### src/rtl/dl_pkg.sv
`default_nettype none
// +------------------------------------------------------------------+
// | dl_pkg : shared types and constants for the download router      |
// | Rev 1.0                                                          |
// +------------------------------------------------------------------+
package dl_pkg;

  typedef enum logic [0:0] {
    IDLE     = 1'b0,
    WAIT_ACK = 1'b1
  } dl_state_t;

  localparam int DL_NREG_DEFAULT = 4;
  localparam int DL_AW_DEFAULT   = 25;

  localparam logic [DL_NREG_DEFAULT*DL_AW_DEFAULT-1:0] DL_REG_BASE_DEFAULT =
    {25'h32000, 25'h14000, 25'h7000, 25'h0};

  localparam logic [7:0] DL_ROM_INDEX = 8'd0;
  localparam logic [7:0] DL_MOD_INDEX = 8'd1;

endpackage
`default_nettype wire

### src/rtl/dl_reset_gen.sv
`default_nettype none
// +------------------------------------------------------------------+
// | dl_reset_gen : ROM-loaded flag and core reset with delayed pulse |
// | Rev 1.0                                                          |
// +------------------------------------------------------------------+
module dl_reset_gen #(
  parameter logic [15:0] RST_HOLD = 16'hFFFF
) (
  input  logic clk_sys,
  input  logic RESET,
  input  logic ext_reset,
  input  logic ioctl_download,
  input  logic fsm_idle,
  output logic rom_loaded,
  output logic core_reset
);

  // Survive RESET so a soft reset does not invalidate an already loaded ROM.
  logic        r_dl_seen    = 1'b0;
  logic        r_rom_loaded = 1'b0;
  logic [15:0] r_cnt;
  logic        r_core_reset;
  logic        w_hold;

  always_ff @(posedge clk_sys) begin
    if (ioctl_download) begin
      r_dl_seen <= 1'b1;
    end
    if (!ioctl_download && r_dl_seen && fsm_idle) begin
      r_rom_loaded <= 1'b1;
    end
  end

  assign w_hold = RESET | ext_reset | ~r_rom_loaded;

  always_ff @(posedge clk_sys) begin
    if (w_hold) begin
      r_cnt <= RST_HOLD;
    end else if (r_cnt != 16'd0) begin
      r_cnt <= r_cnt - 16'd1;
    end
    r_core_reset <= w_hold | (r_cnt == 16'd1);
  end

  assign rom_loaded = r_rom_loaded;
  assign core_reset = r_core_reset;

endmodule
`default_nettype wire

### src/rtl/dl_region_router.sv
`default_nettype none
// +------------------------------------------------------------------+
// | dl_region_router : splits ioctl ROM download into toggle-handshake|
// | regions, captures variant byte, sequences core reset. Rev 1.0    |
// +------------------------------------------------------------------+
module dl_region_router
  import dl_pkg::*;
#(
  parameter int                  NREG      = DL_NREG_DEFAULT,
  parameter int                  AW        = DL_AW_DEFAULT,
  parameter logic [NREG*AW-1:0]  REG_BASE  = DL_REG_BASE_DEFAULT,
  parameter logic [7:0]          ROM_INDEX = DL_ROM_INDEX,
  parameter logic [7:0]          MOD_INDEX = DL_MOD_INDEX,
  parameter logic [15:0]         RST_HOLD  = 16'hFFFF
) (
  input  logic            clk_sys,
  input  logic            RESET,
  input  logic            ext_reset,
  input  logic            ioctl_download,
  input  logic            ioctl_wr,
  input  logic [7:0]      ioctl_index,
  input  logic [AW-1:0]   ioctl_addr,
  input  logic [7:0]      ioctl_dout,
  output logic            ioctl_wait,
  output logic [NREG-1:0] reg_req,
  input  logic [NREG-1:0] reg_ack,
  output logic [NREG-1:0] reg_sel,
  output logic [AW-1:0]   reg_addr,
  output logic [7:0]      reg_data,
  output logic [7:0]      mod,
  output logic            rom_loaded,
  output logic            core_reset,
  output logic            overrun
);

  dl_state_t       r_state;
  dl_state_t       w_state_next;
  logic [NREG-1:0] r_req = '0;
  logic            r_rom_strobe_d = 1'b0;
  logic [NREG-1:0] r_sel;
  logic [AW-1:0]   r_addr;
  logic [7:0]      r_data;
  logic [7:0]      r_mod;
  logic            r_overrun;

  logic [NREG-1:0] w_sel;
  logic [AW-1:0]   w_base;
  logic            w_rom_strobe;
  logic            w_rom_edge;
  logic            w_mod_strobe;
  logic            w_ack_done;
  logic            w_accept;
  logic            w_drop;

  assign w_rom_strobe = ioctl_wr & ioctl_download & (ioctl_index == ROM_INDEX);
  assign w_rom_edge   = w_rom_strobe & ~r_rom_strobe_d;
  assign w_mod_strobe = ioctl_wr & (ioctl_index == MOD_INDEX);
  assign w_ack_done   = (((reg_ack ^ r_req) & r_sel) == '0);

  // Bases ascend, so the last base not above the address wins.
  always_comb begin
    w_sel    = '0;
    w_sel[0] = 1'b1;
    w_base   = REG_BASE[AW-1:0];
    for (int i = 1; i < NREG; i++) begin
      if (ioctl_addr >= REG_BASE[i*AW +: AW]) begin
        w_sel    = '0;
        w_sel[i] = 1'b1;
        w_base   = REG_BASE[i*AW +: AW];
      end
    end
  end

  always_comb begin
    w_state_next = r_state;
    w_accept     = 1'b0;
    w_drop       = 1'b0;
    case (r_state)
      IDLE: begin
        if (w_rom_edge) begin
          w_accept     = 1'b1;
          w_state_next = WAIT_ACK;
        end
      end
      WAIT_ACK: begin
        w_drop = w_rom_edge;
        if (w_ack_done) begin
          w_state_next = IDLE;
        end
      end
      default: w_state_next = IDLE;
    endcase
  end

  always_ff @(posedge clk_sys) begin
    if (RESET) begin
      r_state <= IDLE;
    end else begin
      r_state <= w_state_next;
    end
  end

  always_ff @(posedge clk_sys) begin
    r_rom_strobe_d <= w_rom_strobe;
    if (RESET) begin
      r_sel     <= '0;
      r_addr    <= '0;
      r_data    <= '0;
      r_mod     <= '0;
      r_overrun <= 1'b0;
    end else begin
      if (w_accept) begin
        r_sel  <= w_sel;
        r_addr <= ioctl_addr - w_base;
        r_data <= ioctl_dout;
      end
      if (w_drop) begin
        r_overrun <= 1'b1;
      end
      if (w_mod_strobe) begin
        r_mod <= ioctl_dout;
      end
    end
  end

  // Toggle parity must match the far side across RESET, so no reset here.
  always_ff @(posedge clk_sys) begin
    if (!RESET && w_accept) begin
      r_req <= r_req ^ w_sel;
    end
  end

  dl_reset_gen #(
    .RST_HOLD (RST_HOLD)
  ) u_reset_gen (
    .clk_sys        (clk_sys),
    .RESET          (RESET),
    .ext_reset      (ext_reset),
    .ioctl_download (ioctl_download),
    .fsm_idle       (r_state == IDLE),
    .rom_loaded     (rom_loaded),
    .core_reset     (core_reset)
  );

  assign ioctl_wait = (r_state == WAIT_ACK);
  assign reg_req    = r_req;
  assign reg_sel    = r_sel;
  assign reg_addr   = r_addr;
  assign reg_data   = r_data;
  assign mod        = r_mod;
  assign overrun    = r_overrun;

endmodule
`default_nettype wire
### config.mk
export PLATFORM = sky130hd
export DESIGN_NAME = dl_region_router
export DESIGN_NICKNAME = d
export VERILOG_FILES = /design/src/rtl/dl_pkg.sv /design/src/rtl/dl_reset_gen.sv /design/src/rtl/dl_region_router.sv
export SDC_FILE = /design/constraint.sdc
export NUM_CORES = 1
export LEC_CHECK = 0
export CAP_MARGIN = 5
export CORE_UTILIZATION = 42
export CTS_BUF_LIST = sky130_fd_sc_hd__clkbuf_8 sky130_fd_sc_hd__clkbuf_16
export CTS_CLUSTER_DIAMETER = 100
export CTS_CLUSTER_SIZE = 40
export DETAILED_ROUTE_END_ITERATION = 12
export PLACE_DENSITY = 0.76
export SLEW_MARGIN = 20
export SYNTH_ARGS = -nofsm -noshare
export SYNTH_HDL_FRONTEND = slang
export SYNTH_SLANG_ARGS = --single-unit
export TNS_END_PERCENT = 50
### constraint.sdc
create_clock -name clk_sys -period 3.45 [get_ports clk_sys]
set_input_delay 0.345 -clock clk_sys [delete_from_list [all_inputs] [get_ports clk_sys]]
set_output_delay 0.345 -clock clk_sys [all_outputs]
set_load 0.05 [all_outputs]
==> summary.md <==
| Metric | Value |
|---|---|
| Post-synthesis cell area | 3258 um^2 |
| Clk pwr share | 0.382 |
| WP data required | 3.71 ns |
| Post-CTS sizing | 0 |
| Worst-Skew Late Latency | around 0.35 ns |
| Slowest cell on crit path | or4_4 |
| Drt total wl | between 8 and 9 mm |
| Die span in x | 90.08 um |
| Total number of vias | 3,245 |
| PwrDens | about 330 nW/um^2 |
| Max-Cap Viols | 0 |
| Logic gate share of total power | 0.096 |
| Initial Utilization | 0.4421 |
| Critical Path End | reg_addr[20] |
| Ranking of synthesized cells by area | dfxtp_1 40%, nand2_1 6.8%, a21oi_1 5.4% |
| Worst path cell trace | clkdlybuf4s50_1 -> or4_4 -> nor4b_4 -> and3_4 -> ha_2 -> inv_1 -> fa_1 -> a211oi_2 -> buf_4 -> o21ai_0 -> buf_4 -> o211a_1 -> nor4_2 |
| Mean Syn Cell Area | between 8 and 9 um^2 |
| CP dominant cell by count | buf_4 |
| Post-DP HPWL | between 6 and 7 mm |
| Net load switching power | 0.3959 mW |
| Worst EP arrival | 3.55 ns |
| YS warnings | 0 |
| Hold Fails Final Rpt | 0 |
| Post-CTS Setup Inserts | 0 |
| Clk slew on worst S/H paths | 0.08 ns |
| Post-Place Cell Area | between 4000 and 5000 um^2 |
| CORE AREA | about 7400 um^2 |
| Wire per inst | approximately 14 um |
| TritonCTS Buffers | 9 |
| Port bufs | ~100 |
| FF-to-FF Start | u_reset_gen.r_cnt[4] |
| FF-to-FF End | u_reset_gen.r_cnt[7] |
| I/O pins | 103 |
| # diodes | 0 |
| Most common flop cell mapped by yosys | dfxtp_1 |
| Worst Setup End Kind | flop |
| Top-count cell post-synth | dfxtp_1 |
| Detailed Route Iter0 Violations | between 100 and 150 |
| H-tree depth | 3 |
| Max VDD drop | around 0.23 mV |
| Count of endpoints failing setup in the final report | 0 |
| Sw Ratio | 0.2562 |
| Row Count | 31 |
| CP Class | primary input to flop |
| Setup TNS | 0 ns |
| All-Layer GR Usage | 0.2177 |
| Via density | roughly 5.4 |
| Largest net degree at the start of global routing | 32 |
| RSZ-0062 raised after global routing | false |
| Die height | ~90 um |
| Relative slew slack | 0.5364 |
| CTS Hold Bufs | 0 |
| Sequential-to-total area share from yosys stat | 0.4363 |
| CTS Root Cell | clkbuf_8 |
| Min Hold Slack | approximately 0.45 ns |
| DRC | 0 |
| Worst hold path class | flop to flop |
| # nets final | about 560 |
| Total leakage power | around 1.7 nW |
| Flop pwr share | 0.522 |
| Max frequency | between 0.3 and 0.4 GHz |
| Mapped Nets | between 400 and 500 |
| Total power | approximately 1.5 mW |
| Startpoint types | primary input |
| Most frequent cells after synthesis | 65 x dfxtp_1, 59 x nand2_1, 35 x a21oi_1 |
| Syn-to-layout area delta | 44.74% |
| Yosys reg bits | 69 |
| CP Launch Point | ioctl_addr[19] |
| First-pass GRT wire length | between 10 and 15 mm |
| GPL Wtd Cong | ~0.9 |
| Syn Inst Count | 381 |
| Die Area | around 8100 um^2 |
| Clock sinks | 69 |
| Internal cell power | around 1.1 mW |
| Clock skew | ~0.0090 ns |
| Post-synth EDFFs | 4 |
| Crit path time final | roughly 3.3 ns |
| Reg-to-reg setup timing slack | 1.38 ns |
| Drt first pass iters | 4 |
| Cell taking the most area after synthesis | dfxtp_1 |
| Initial antenna violation count | 0 |
| CTS tree | done |
| Share of the synthesized area in the top cell type | 0.3994 |
| Fillers | ~630 |
| Global route overflow | 0 |
| Final ANT Viol Nets | 0 |
| Crit-path max FO | 4 |
| Tcrit/Tclk final | 0.9552 |
| Status | complete, no violations |
| Tightest Pin Transition | between 0.6 and 0.7 ns |
| Final Max Slew Viols | 0 |
| CTS max path bufs | 2 |
| Fraction of layout cells with a size suffix above 1 | 0.1129 |
| Async S/R FF share, synth | 0 |
| Post-route cell area | ~4700 um^2 |
| Synth cell types | 57 |
| Vias in the first global route | about 3,000 |
| FF-to-FF path depth | 4 |
| Max incr delay on CP | ~0.57 ns |
layout by cell type (no fill, tap or decap), types with 7 or more instances in the layout:
| master | instances |
|---|---|
| a211oi_1 | 7 |
| a21oi_1 | 35 |
| a311oi_1 | 7 |
| buf_4 | 27 |
| clkbuf_8 | 9 |
| clkdlybuf4s50_1 | 100 |
| dfxtp_1 | 65 |
| inv_1 | 11 |
| mux2i_1 | 8 |
| nand2_1 | 59 |
| nand3_1 | 11 |
| nor2_1 | 25 |
| nor4_1 | 7 |
| o21ai_0 | 15 |
| or3_1 | 8 |
| or4_1 | 7 |
| xor2_1 | 9 |
metrics by stage:
step / setup slack, ns / util / std cells
final: 0.1547 / 0.6399 / 604
after global routing: 0.02019 / 0.6399 / 604
after CTS: 0.08238 / 0.6353 / 604
after detailed placement: -0.2253 / 0.6119 / 588
after global placement: -0.1066 / 0.6119 / 588
after floorplan: 0.1008 / - / 381
critical path: cells and delay by family:
kind / cells / cell delay [ns]
AND/OR/NAND/NOR: 4 / 1.26
buffers and inverters: 4 / 0.79
adder cells (fa/ha/maj): 2 / 0.59
AO/OA/AOI/OAI: 3 / 0.56
metal layers:
| layer | part of all wire | GRT usage |
|---|---|---|
| met4 | 0.020 | 0.09005 |
| met1 | 0.44 | 0.2764 |
| met5 | 0 | 0 |
| met3 | 0.065 | 0.04569 |
| met2 | 0.47 | 0.3588 |
power groups by stage:
| stage | Sequential (mW) | Clock [mW] | Combinational (mW) |
|---|---|---|---|
| 2_1_floorplan | 0.829 | 0 | 0.0504 |
| 3_3_place_gp | 0.825 | 0 | 0.143 |
| 3_5_place_dp | 0.825 | 0 | 0.145 |
| 4_1_cts | 0.806 | 0.606 | 0.146 |
| 5_1_grt | 0.807 | 0.645 | 0.161 |
| 6_report | 0.807 | 0.590 | 0.149 |
logic make-up (layout without fill, tap and decap cells):
kind of cell / Yosys count / in the layout / share of synthesized area
compound gates: 94 / 94 / 0.1809
mux: 8 / 8 / 0.02458
xor+xnor: 12 / 12 / 0.03226
flops: 69 / 69 / 0.4363
other cells: 1 / 1 / 0.001151
buf+inv: 31 / 155 / 0.03764
fa+ha+maj: 8 / 8 / 0.03303
simple gates: 158 / 158 / 0.2542
registers in the layout, summed over array words and instances (netlist names), 4 cells and up:
register,flops
u_reset_gen.r_cnt,16
reg_addr,25
reg_req,4
reg_sel,4
reg_data,8
mod,8
area by class of cell:
class | instances | area (um^2) | area share
flip-flops and latches | 69 | 1421 | 0.3014
multi-input cells | 281 | 1748 | 0.3707
well taps | 99 | 123.9 | 0.02627
inverters | 11 | 41.29 | 0.008756
repair buffers | 128 | 1209 | 0.2563
clock inverters | 7 | 48.80 | 0.01035
clock buffers | 9 | 123.9 | 0.02627
worst min path at each step:
stage                               start                     to  depth (start not counted)
floorplan           u_reset_gen.r_cnt[14]  u_reset_gen.r_cnt[14]                          2
global placement              reg_addr[7]            reg_addr[7]                          2
detailed placement            reg_addr[0]            reg_addr[0]                          2
CTS                           reg_addr[6]            reg_addr[6]                          2
global route                  reg_data[0]            reg_data[0]                          2
finish                        reg_addr[6]            reg_addr[6]                          2
Power figures use the tool's default switching activity.
